File: config.mk
export PLATFORM = sky130hd
export DESIGN_NAME = string_streamer
export DESIGN_NICKNAME = d
export VERILOG_FILES = /design/src/rtl/string_streamer_pkg.sv /design/src/rtl/string_rom_param.sv /design/src/rtl/string_streamer.sv
export SDC_FILE = /design/constraint.sdc
export NUM_CORES = 1
export LEC_CHECK = 0
export BUFFER_PORTS_ARGS = -buffer_cell sky130_fd_sc_hd__buf_2
export CAP_MARGIN = 20
export CELL_PAD_IN_SITES_DETAIL_PLACEMENT = 0
export CELL_PAD_IN_SITES_GLOBAL_PLACEMENT = 1
export CORE_MARGIN = 2
export CORE_UTILIZATION = 53
export DETAILED_ROUTE_END_ITERATION = 8
export HOLD_SLACK_MARGIN = 0.06
export PLACE_DENSITY_LB_ADDON = 0.1
export SETUP_SLACK_MARGIN = 0.1
export SYNTH_ARGS = -nofsm -noshare
export SYNTH_HDL_FRONTEND = slang
export SYNTH_SLANG_ARGS = --single-unit
File: constraint.sdc
create_clock -name clk -period 8.9 [get_ports clk]
set_clock_uncertainty 0.15 [all_clocks]
set_input_delay 1.78 -clock clk [delete_from_list [all_inputs] [get_ports clk]]
set_output_delay 1.78 -clock clk [all_outputs]
set_load 0.1 [all_outputs]
File: src/rtl/string_streamer_pkg.sv
// Shared definitions for the string streamer: FSM state encoding, the blank
// glyph default and the character-code table used to build the string ROM.
package string_streamer_pkg;

  typedef enum logic [2:0] {
    IDLE,
    LOAD,
    STREAM,
    WAIT,
    FIN
  } state_e;

  localparam int SPACE_CODE_DEF = 28;

  // Letters A..Z map to codes 0..25; the few punctuation glyphs follow them.
  localparam logic [4:0] CH_A     = 5'd0;
  localparam logic [4:0] CH_Z     = 5'd25;
  localparam logic [4:0] CH_DOT   = 5'd26;
  localparam logic [4:0] CH_BANG  = 5'd27;
  localparam logic [4:0] CH_SPACE = 5'd28;
  localparam logic [4:0] CH_DASH  = 5'd29;
  localparam logic [4:0] CH_QMARK = 5'd30;
  localparam logic [4:0] CH_COLON = 5'd31;

  function automatic logic [4:0] ascii_to_code(input logic [7:0] c);
    logic [4:0] code;
    code = CH_SPACE;
    if (c >= 8'h41 && c <= 8'h5A) begin
      code = 5'(c - 8'h41);
    end else begin
      case (c)
        8'h2E:   code = CH_DOT;
        8'h21:   code = CH_BANG;
        8'h2D:   code = CH_DASH;
        8'h3F:   code = CH_QMARK;
        8'h3A:   code = CH_COLON;
        default: code = CH_SPACE;
      endcase
    end
    return code;
  endfunction

endpackage

File: src/rtl/string_rom_param.sv
// Constant string table with a registered read port, written as a case-based
// lookup so synthesis maps it onto block ROM.
module string_rom_param
  import string_streamer_pkg::*;
#(
  parameter int CHAR_WIDTH = 5,
  parameter int MAX_CHAR   = 16,
  parameter int STRING_NUM = 8
) (
  input  logic                                clk_i,
  input  logic [$clog2(STRING_NUM+1)-1:0]     addr_i,
  output logic [CHAR_WIDTH*MAX_CHAR-1:0]      data_o
);

  localparam int ADDR_W = $clog2(STRING_NUM + 1);
  localparam int WORD_W = CHAR_WIDTH * MAX_CHAR;

  logic [WORD_W-1:0] data_q;

  // Text is 16 ASCII bytes; slots past the text (or NUL bytes) become blanks.
  function automatic logic [WORD_W-1:0] pack_text(input logic [127:0] text);
    logic [WORD_W-1:0] w;
    logic [127:0]      rest;
    logic [7:0]        ch;
    w    = '0;
    rest = text;
    for (int i = 0; i < MAX_CHAR; i++) begin
      ch   = rest[127:120];
      rest = rest << 8;
      w    = (w << CHAR_WIDTH) | WORD_W'(CHAR_WIDTH'(ascii_to_code(ch)));
    end
    return w;
  endfunction

  function automatic logic [WORD_W-1:0] rom_word(input logic [ADDR_W-1:0] a);
    logic [WORD_W-1:0] w;
    case (32'(a))
      0:       w = pack_text("HELLO WORLD TEST");
      1:       w = pack_text("PRESS START     ");
      2:       w = pack_text("                ");
      3:       w = pack_text("LEVEL UP!       ");
      4:       w = pack_text("PAUSED          ");
      5:       w = pack_text("YOU WIN!        ");
      6:       w = pack_text("READY?          ");
      7:       w = pack_text("SCORE: HIGH     ");
      default: w = pack_text("                ");
    endcase
    return w;
  endfunction

  always_ff @(posedge clk_i) begin
    data_q <= rom_word(addr_i);
  end

  assign data_o = data_q;

endmodule

File: src/rtl/string_streamer.sv
// Streams one ROM string as a valid/ready character sequence, with optional
// trailing-blank trimming and tick-paced typewriter reveal.
module string_streamer
  import string_streamer_pkg::*;
#(
  parameter int CHAR_WIDTH = 5,
  parameter int MAX_CHAR   = 16,
  parameter int STRING_NUM = 8,
  parameter int SPACE_CODE = SPACE_CODE_DEF,
  parameter int REVEAL_DIV = 4
) (
  input  logic                              clk,
  input  logic                              rst_n,
  input  logic                              start,
  input  logic [$clog2(STRING_NUM+1)-1:0]   str_sel,
  input  logic                              trim_en,
  input  logic                              reveal_en,
  input  logic                              tick,
  input  logic                              char_ready,
  output logic                              char_valid,
  output logic [CHAR_WIDTH-1:0]             char_code,
  output logic [$clog2(MAX_CHAR)-1:0]       char_idx,
  output logic                              char_last,
  output logic                              busy,
  output logic                              done,
  output logic                              err
);

  localparam int SEL_W  = $clog2(STRING_NUM + 1);
  localparam int IDX_W  = $clog2(MAX_CHAR);
  localparam int LEN_W  = $clog2(MAX_CHAR + 1);
  localparam int CNT_W  = $clog2(REVEAL_DIV + 1);
  localparam int WORD_W = CHAR_WIDTH * MAX_CHAR;

  localparam logic [SEL_W-1:0]      SEL_LIMIT = SEL_W'(STRING_NUM);
  localparam logic [CHAR_WIDTH-1:0] SPACE_C   = CHAR_WIDTH'(SPACE_CODE);
  localparam logic [CNT_W-1:0]      DIV_C     = CNT_W'(REVEAL_DIV);

  state_e                 state_q;
  logic [SEL_W-1:0]       sel_q;
  logic                   trim_q;
  logic                   reveal_q;
  logic                   phase_q;
  logic [IDX_W-1:0]       idx_q;
  logic [LEN_W-1:0]       len_q;
  logic [CNT_W-1:0]       cnt_q;
  logic                   valid_q;
  logic [CHAR_WIDTH-1:0]  code_q;
  logic                   last_q;
  logic                   busy_q;
  logic                   done_q;
  logic                   err_q;

  logic [WORD_W-1:0]      rom_data;
  logic [LEN_W-1:0]       len_d;
  logic [IDX_W-1:0]       idx_d;
  logic [CNT_W-1:0]       cnt_d;
  logic                   accept;
  logic                   sel_ok;

  // The address only changes in IDLE, so the ROM output holds the word for
  // the whole stream and doubles as the registered string buffer.
  string_rom_param #(
    .CHAR_WIDTH (CHAR_WIDTH),
    .MAX_CHAR   (MAX_CHAR),
    .STRING_NUM (STRING_NUM)
  ) u_rom (
    .clk_i  (clk),
    .addr_i (sel_q),
    .data_o (rom_data)
  );

  function automatic logic [CHAR_WIDTH-1:0] code_at(input logic [WORD_W-1:0] w,
                                                    input logic [IDX_W-1:0]  i);
    logic [WORD_W-1:0] sh;
    sh = w << (int'(i) * CHAR_WIDTH);
    return sh[WORD_W-1 -: CHAR_WIDTH];
  endfunction

  function automatic logic is_last(input logic [IDX_W-1:0] i, input logic [LEN_W-1:0] l);
    return (LEN_W'(i) + LEN_W'(1)) == l;
  endfunction

  always_comb begin
    logic [WORD_W-1:0] scan;
    scan  = rom_data;
    len_d = LEN_W'(MAX_CHAR);
    if (trim_q) begin
      len_d = '0;
      for (int i = 0; i < MAX_CHAR; i++) begin
        if (scan[WORD_W-1 -: CHAR_WIDTH] != SPACE_C) begin
          len_d = LEN_W'(i + 1);
        end
        scan = scan << CHAR_WIDTH;
      end
    end
  end

  assign idx_d  = idx_q + IDX_W'(1);
  assign cnt_d  = cnt_q + CNT_W'(1);
  assign accept = valid_q & char_ready;
  assign sel_ok = str_sel < SEL_LIMIT;

  // LOAD spends its first cycle letting the ROM register the selected word,
  // and its second cycle sizing the stream from that word.
  always_ff @(posedge clk or negedge rst_n) begin
    if (!rst_n) begin
      state_q  <= IDLE;
      sel_q    <= '0;
      trim_q   <= 1'b0;
      reveal_q <= 1'b0;
      phase_q  <= 1'b0;
      idx_q    <= '0;
      len_q    <= '0;
      cnt_q    <= '0;
      valid_q  <= 1'b0;
      code_q   <= '0;
      last_q   <= 1'b0;
      busy_q   <= 1'b0;
      done_q   <= 1'b0;
      err_q    <= 1'b0;
    end else begin
      done_q <= 1'b0;
      err_q  <= 1'b0;
      case (state_q)
        IDLE: begin
          if (start) begin
            if (sel_ok) begin
              sel_q    <= str_sel;
              trim_q   <= trim_en;
              reveal_q <= reveal_en;
              phase_q  <= 1'b0;
              busy_q   <= 1'b1;
              state_q  <= LOAD;
            end else begin
              err_q <= 1'b1;
            end
          end
        end
        LOAD: begin
          if (!phase_q) begin
            phase_q <= 1'b1;
          end else begin
            len_q  <= len_d;
            idx_q  <= '0;
            cnt_q  <= '0;
            code_q <= code_at(rom_data, '0);
            last_q <= is_last('0, len_d);
            if (len_d == '0) begin
              done_q  <= 1'b1;
              state_q <= FIN;
            end else begin
              valid_q <= 1'b1;
              state_q <= STREAM;
            end
          end
        end
        STREAM: begin
          if (accept) begin
            if (last_q) begin
              valid_q <= 1'b0;
              done_q  <= 1'b1;
              state_q <= FIN;
            end else begin
              idx_q  <= idx_d;
              code_q <= code_at(rom_data, idx_d);
              last_q <= is_last(idx_d, len_q);
              if (reveal_q) begin
                valid_q <= 1'b0;
                cnt_q   <= '0;
                state_q <= WAIT;
              end
            end
          end
        end
        WAIT: begin
          if (tick) begin
            cnt_q <= cnt_d;
            if (cnt_d == DIV_C) begin
              valid_q <= 1'b1;
              state_q <= STREAM;
            end
          end
        end
        FIN: begin
          busy_q  <= 1'b0;
          idx_q   <= '0;
          code_q  <= '0;
          last_q  <= 1'b0;
          state_q <= IDLE;
        end
        default: state_q <= IDLE;
      endcase
    end
  end

  assign char_valid = valid_q;
  assign char_code  = code_q;
  assign char_idx   = idx_q;
  assign char_last  = last_q;
  assign busy       = busy_q;
  assign done       = done_q;
  assign err        = err_q;

endmodule

# == Yosys cells after proc, flatten, opt, wreduce, memory -nomap -nowiden ==
# Memory sizes are Yosys's and may differ from the RTL's. A register that Yosys moved wholly into a read port is not among the register bits.
# Cells that the tools add are included.
# word_totals
ff_bits,112
mem_bits_ro,544
inputBits,11
output_inout_bits,14
wordCells,138
mem_count,1
# classes
add_sub_neg,3
n_mul,1
magnitude_cmp,1
eq_ne,33
shifts,1
muxes,67
n_bitwise,1
reduce_logical,15
# mem_list
name,words,word_bits,read_ports,rd_ports_with_merged_regs,wr,line_no,text
(name not given),8,68,1,1,0,string_rom_param.sv:37,case (32'(a))
# ops
cell,n
!= test 5 bit (second input constant),16
<< shifter 80 x 7 -> 80 bit,1
2-to-1 mux 5 bit,11
2-to-1 mux 3 bit,18
2-to-1 mux 1 bit,22
2-to-1 mux 4 bit,5
!= test 2 bit (second input constant),9
one-hot mux 5 bit (3 select lines),1
AND reduction 7 bit,2
one-hot mux 3 bit (4 select lines),1
one-hot mux 4 bit (3 select lines),1
AND reduction 3 bit,4
one-hot mux 3 bit (3 select lines),1
multiplier 4 x 3 -> 7 bit (second input constant),1
equality test 3 x 2 -> 1 bit (second input constant),2
equality test 3 bit (second input constant),2
one-hot mux 1 bit (2 select lines),3
one-hot mux 1 bit (3 select lines),2
AND reduction 6 bit,1
nonzero test 3 bit,2
adder 4 x 1 -> 5 bit (second input constant),1
equality test 1 x 5 -> 1 bit (first input constant),1
equality test 5 bit,1
logical NOT 5 bit,1
11 further kinds,13

# == Depth between registers and ports, before layout ==
# logic_depth
ltp_word,22
mapped_depth,20
mapped_depth_nobuf,12

# == Modules after synthesis ==
# Synthesis repeated with hierarchy kept, for this count alone.
# unflattened
hier_cells,754
area_unflattened_um2,6510.0
# modules_own_cells
module,n_inst,cells_each,area_per_inst_um2,seq_area_each_um2
string_streamer,1,581,4754.6,800.8
string_rom_param,1,173,1755.4,920.9

# == Worst setup path after synthesis ==
# OpenSTA, ideal clock, no wires.
# synth_timing
path_kind,register to register
from,"register idx_q[0], in the netlist char_idx[0]"
to,"register code_q[3], in the netlist char_code[3]"
setup_time_ps,99
arrival_ps,4762
path_slack_ps,3889
path_stages_with_launch,20
synth_period_minus_slack_ps,5011
cell_sequence,dfrtp_1 buf_6 buf_8 buf_4 inv_1 buf_4 ha_1 buf_4 buf_2 inv_2 ha_1 ha_1 inv_1 fa_1 buf_1 clkbuf_1 o2111ai_1 o211ai_1 o31ai_1 a311oi_1
# synth_between
elab_chain_cells,6
# synth_rtl
element,line_no,text
from (decl),string_streamer.sv:44,logic [IDX_W-1:0] idx_q;
from (signal assigned),string_streamer.sv:165,idx_q <= idx_d;
adder 4 x 1 -> 4 bit,string_streamer.sv:99,assign idx_d = idx_q + IDX_W'(1);
multiplier 4 x 3 -> 7 bit,string_streamer.sv:76,sh = w << (int'(i) * CHAR_WIDTH);
<< shifter 80 x 7 -> 80 bit,string_streamer.sv:76,
2-to-1 mux 5 bit,string_streamer.sv:160,if (last_q) begin
2-to-1 mux 5 bit,string_streamer.sv:159,if (accept) begin
one-hot mux 5 bit (3 select lines),string_streamer.sv:125,case (state_q)
to (signal assigned),string_streamer.sv:147,"code_q <= code_at(rom_data, '0);"
to (signal assigned),string_streamer.sv:166,"code_q <= code_at(rom_data, idx_d);"
to (decl),string_streamer.sv:48,logic [CHAR_WIDTH-1:0] code_q;
# No other way between the ends. The select of a mux whose other input is x is not followed.
# A chain may end at the register's enable or synchronous reset.

# == Final worst setup path ==
# layout_timing
from,"register idx_q[0], in the netlist char_idx[0]"
to,"register code_q[0], in the netlist char_code[0]"
# Same word-level chain as after synthesis.

==> reports/results.ini <==
[worst_setup_path]
crit_type=register to register
cp-start-kind=register
crit_fanout=69
reg2reg_from=char_idx[0]
arrival_ns=4.70
reg2reg_depth=13
endpoint_kind=register
r2r_end=char_code[0]
cp.required_ns=8.96
r2r_slack_ns=4.27

[global_route]
grtUsageTotal_pct=28.0
grt_pass1_wl_um=27300
grt-ovfl-total=0
grt_start_max_net_pins=75
grt_pass1_vias=4955
antenna_found_initial=0

[synth]
synth_flop_cell=dfxtp_1
ys_types=76
ys_seq_elements=78
synth-async-reset-ratio_pct=41.0
synth.cells.most_frequent=nand2_1, dfxtp_1, nor2_1, mux4_2, o21ai_0
seq_area_frac_synth_pct=28.5
syn_area_um2=6050
yosys.cell_count.top_type=nand2_1
synth_top_area_share_pct=15.2
avgSynthCellArea_um2=9.57
syn_inst=632
synth-edff-count=0
synth_nets=661
yosys_warnings=0
synthTopCellsByArea=dfxtp_1, mux4_2, dfrtp_1
yosysTopAreaCell=dfxtp_1

[timing]
fin_tns_setup_ns=0
setup_viol=0
rsz0062_at_grt=no
fin_crit_ns=4.63
finalHoldViolCount=0
max_slew_margin_pct=36.2
period_share_pct=52.1
fmax_ghz=0.216
tightest_slew_ns=0.948
report.final.slew_viol_count=0

[clock_tree]
cts.path.max_buffers=2
post_cts_resized=0
clk_transition_reported_paths_ns=0.07
clock-sinks=78
insertion_delay_ns=0.34
cts_tree=yes
hold_buffers=0
htreeDepth=3
cts_setup_buffers=0
cts_buffers=9
cts_root_buf=clkbuf_16

[place]
gp_congestion=0.897
port_buffers=24
dp_hpwl_um=11900

[final_layout]
drive_gt1_share_pct=19.4
nNetsFinal=648
diodes=0
area_delta_synth_final_pct=5.75

[outcome]
status=complete, no violations

[floorplanning]
io_pins=25
die_area_um2=12300
rows=39
start_util_pct=53.6
die_y_um=111
core_um2=11300
dieWidth_um=111

[detailed_routing]
wirelength_um=16900
num_vias=5258
via_per_inst=6.86
drc_errors=0
detail-route-antenna-nets=0
drtPass1Iterations=5
routedWlPerCell_um=22.0
drt_iter0_drc=718

[min_path]
hold_path_class=register to register
min_to=sel_q[3]
hold_start=sel_q[3]
min_delay_path_depth=1

[flow_run]
drv_cap=0

[layout make-up]
class,instances,area (um2)
Timing Repair Buffer,29,158
Sequential cell,78,1720
Multi-Input combinational cell,482,3960
Clock buffer,9,225
Inverter,19,71.3
Tap cell,143,179
Fill cell,997,4880
Clock inverter,7,78.8
[kinds of logic after synthesis]
| family | count (synthesis) | share of synthesized area [%] |
|---|---|---|
| compound gates | 170 | 19.1 |
| xor+xnor | 10 | 2.05 |
| fa+ha+maj | 18 | 3.85 |
| buf+inv | 72 | 6.12 |
| flops | 78 | 28.5 |
| mux | 79 | 23.2 |
| simple gates | 205 | 17.2 |
[cell usage in the layout (no fill, tap or decap), types with 5 or more instances in the layout]
cell type / count
mux2i_1: 18
nand2b_1: 12
mux2_2: 16
a211o_1: 6
a211oi_1: 9
nand4_1: 8
a31oi_1: 5
buf_4: 5
ha_1: 15
and2_1: 7
a22o_1: 5
nor2b_1: 11
dfrtp_1: 31
mux4_2: 38
dfxtp_1: 46
nor3_1: 10
clkbuf_16: 9
a2111oi_0: 5
mux4_1: 7
o22ai_1: 10
nand3_1: 11
o211ai_1: 8
o21ai_0: 38
a21o_1: 10
a21oi_1: 32
buf_2: 24
or2_2: 9
nor2_1: 46
inv_1: 15
nand2_1: 58
[per-stage QoR]
| stage | worst slack [ns] | hold WS [ns] | cells | instance area, um2 | util (%) |
|---|---|---|---|---|---|
| 6_report | 4.27 | 0.357 | 767 | 6390 | 56.7 |
| 4_1_cts | 4.29 | 0.358 | 767 | 6390 | 56.7 |
| 2_1_floorplan | 3.89 | 0.316 | 632 | 6050 | - |
| 3_5_place_dp | 4.31 | 0.345 | 751 | 6090 | 54.0 |
| 5_1_grt | 4.04 | 0.369 | 767 | 6390 | 56.7 |
| 3_3_place_gp | 4.48 | 0.341 | 751 | 6090 | 54.0 |
[critical path, cell delays in order (launching register included)]
cell       delay, ns
dfrtp_2         0.36
buf_4           0.58
and3_4          0.36
xnor2_2         0.18
inv_2           0.12
ha_1            0.29
ha_1            0.28
buf_4           0.46
mux4_2          0.58
and2_1          0.17
a2111oi_0       0.49
a2111oi_0       0.14
a211oi_1        0.23
o22ai_1         0.09
[flip-flops by register name (all words and copies together), names as in the netlist, 3 cells and up]
signal,count
u_rom.data_o,46
char_code,5
len_q,5
char_idx,4
sel_q,4
cnt_q,3
state_q,3
[worst max-delay path by stage]
stage	start	to	slack (ns)
2_1_floorplan	char_idx[0]	char_code[3]	3.89
3_3_place_gp	char_idx[0]	char_code[0]	4.48
3_5_place_dp	char_idx[0]	char_code[0]	4.31
4_1_cts	char_idx[0]	char_code[0]	4.29
5_1_grt	char_idx[0]	char_code[0]	4.04
6_report	char_idx[0]	char_code[0]	4.27
[routing by layer]
metal  wire (um)  global-route usage [%]  share of wire, %  vias up
li1            -                       -                 -     2389
met1        7430                    39.4                44     2625
met2        7990                    43.7                47      209
met3         902                    3.99               5.3       35
met4         585                    11.8               3.5        0
met5           0                       0                 0        -
Power is left out: the tool's default activity adds up to more than one toggle a clock period on the data nets, which glitch-free logic cannot reach.
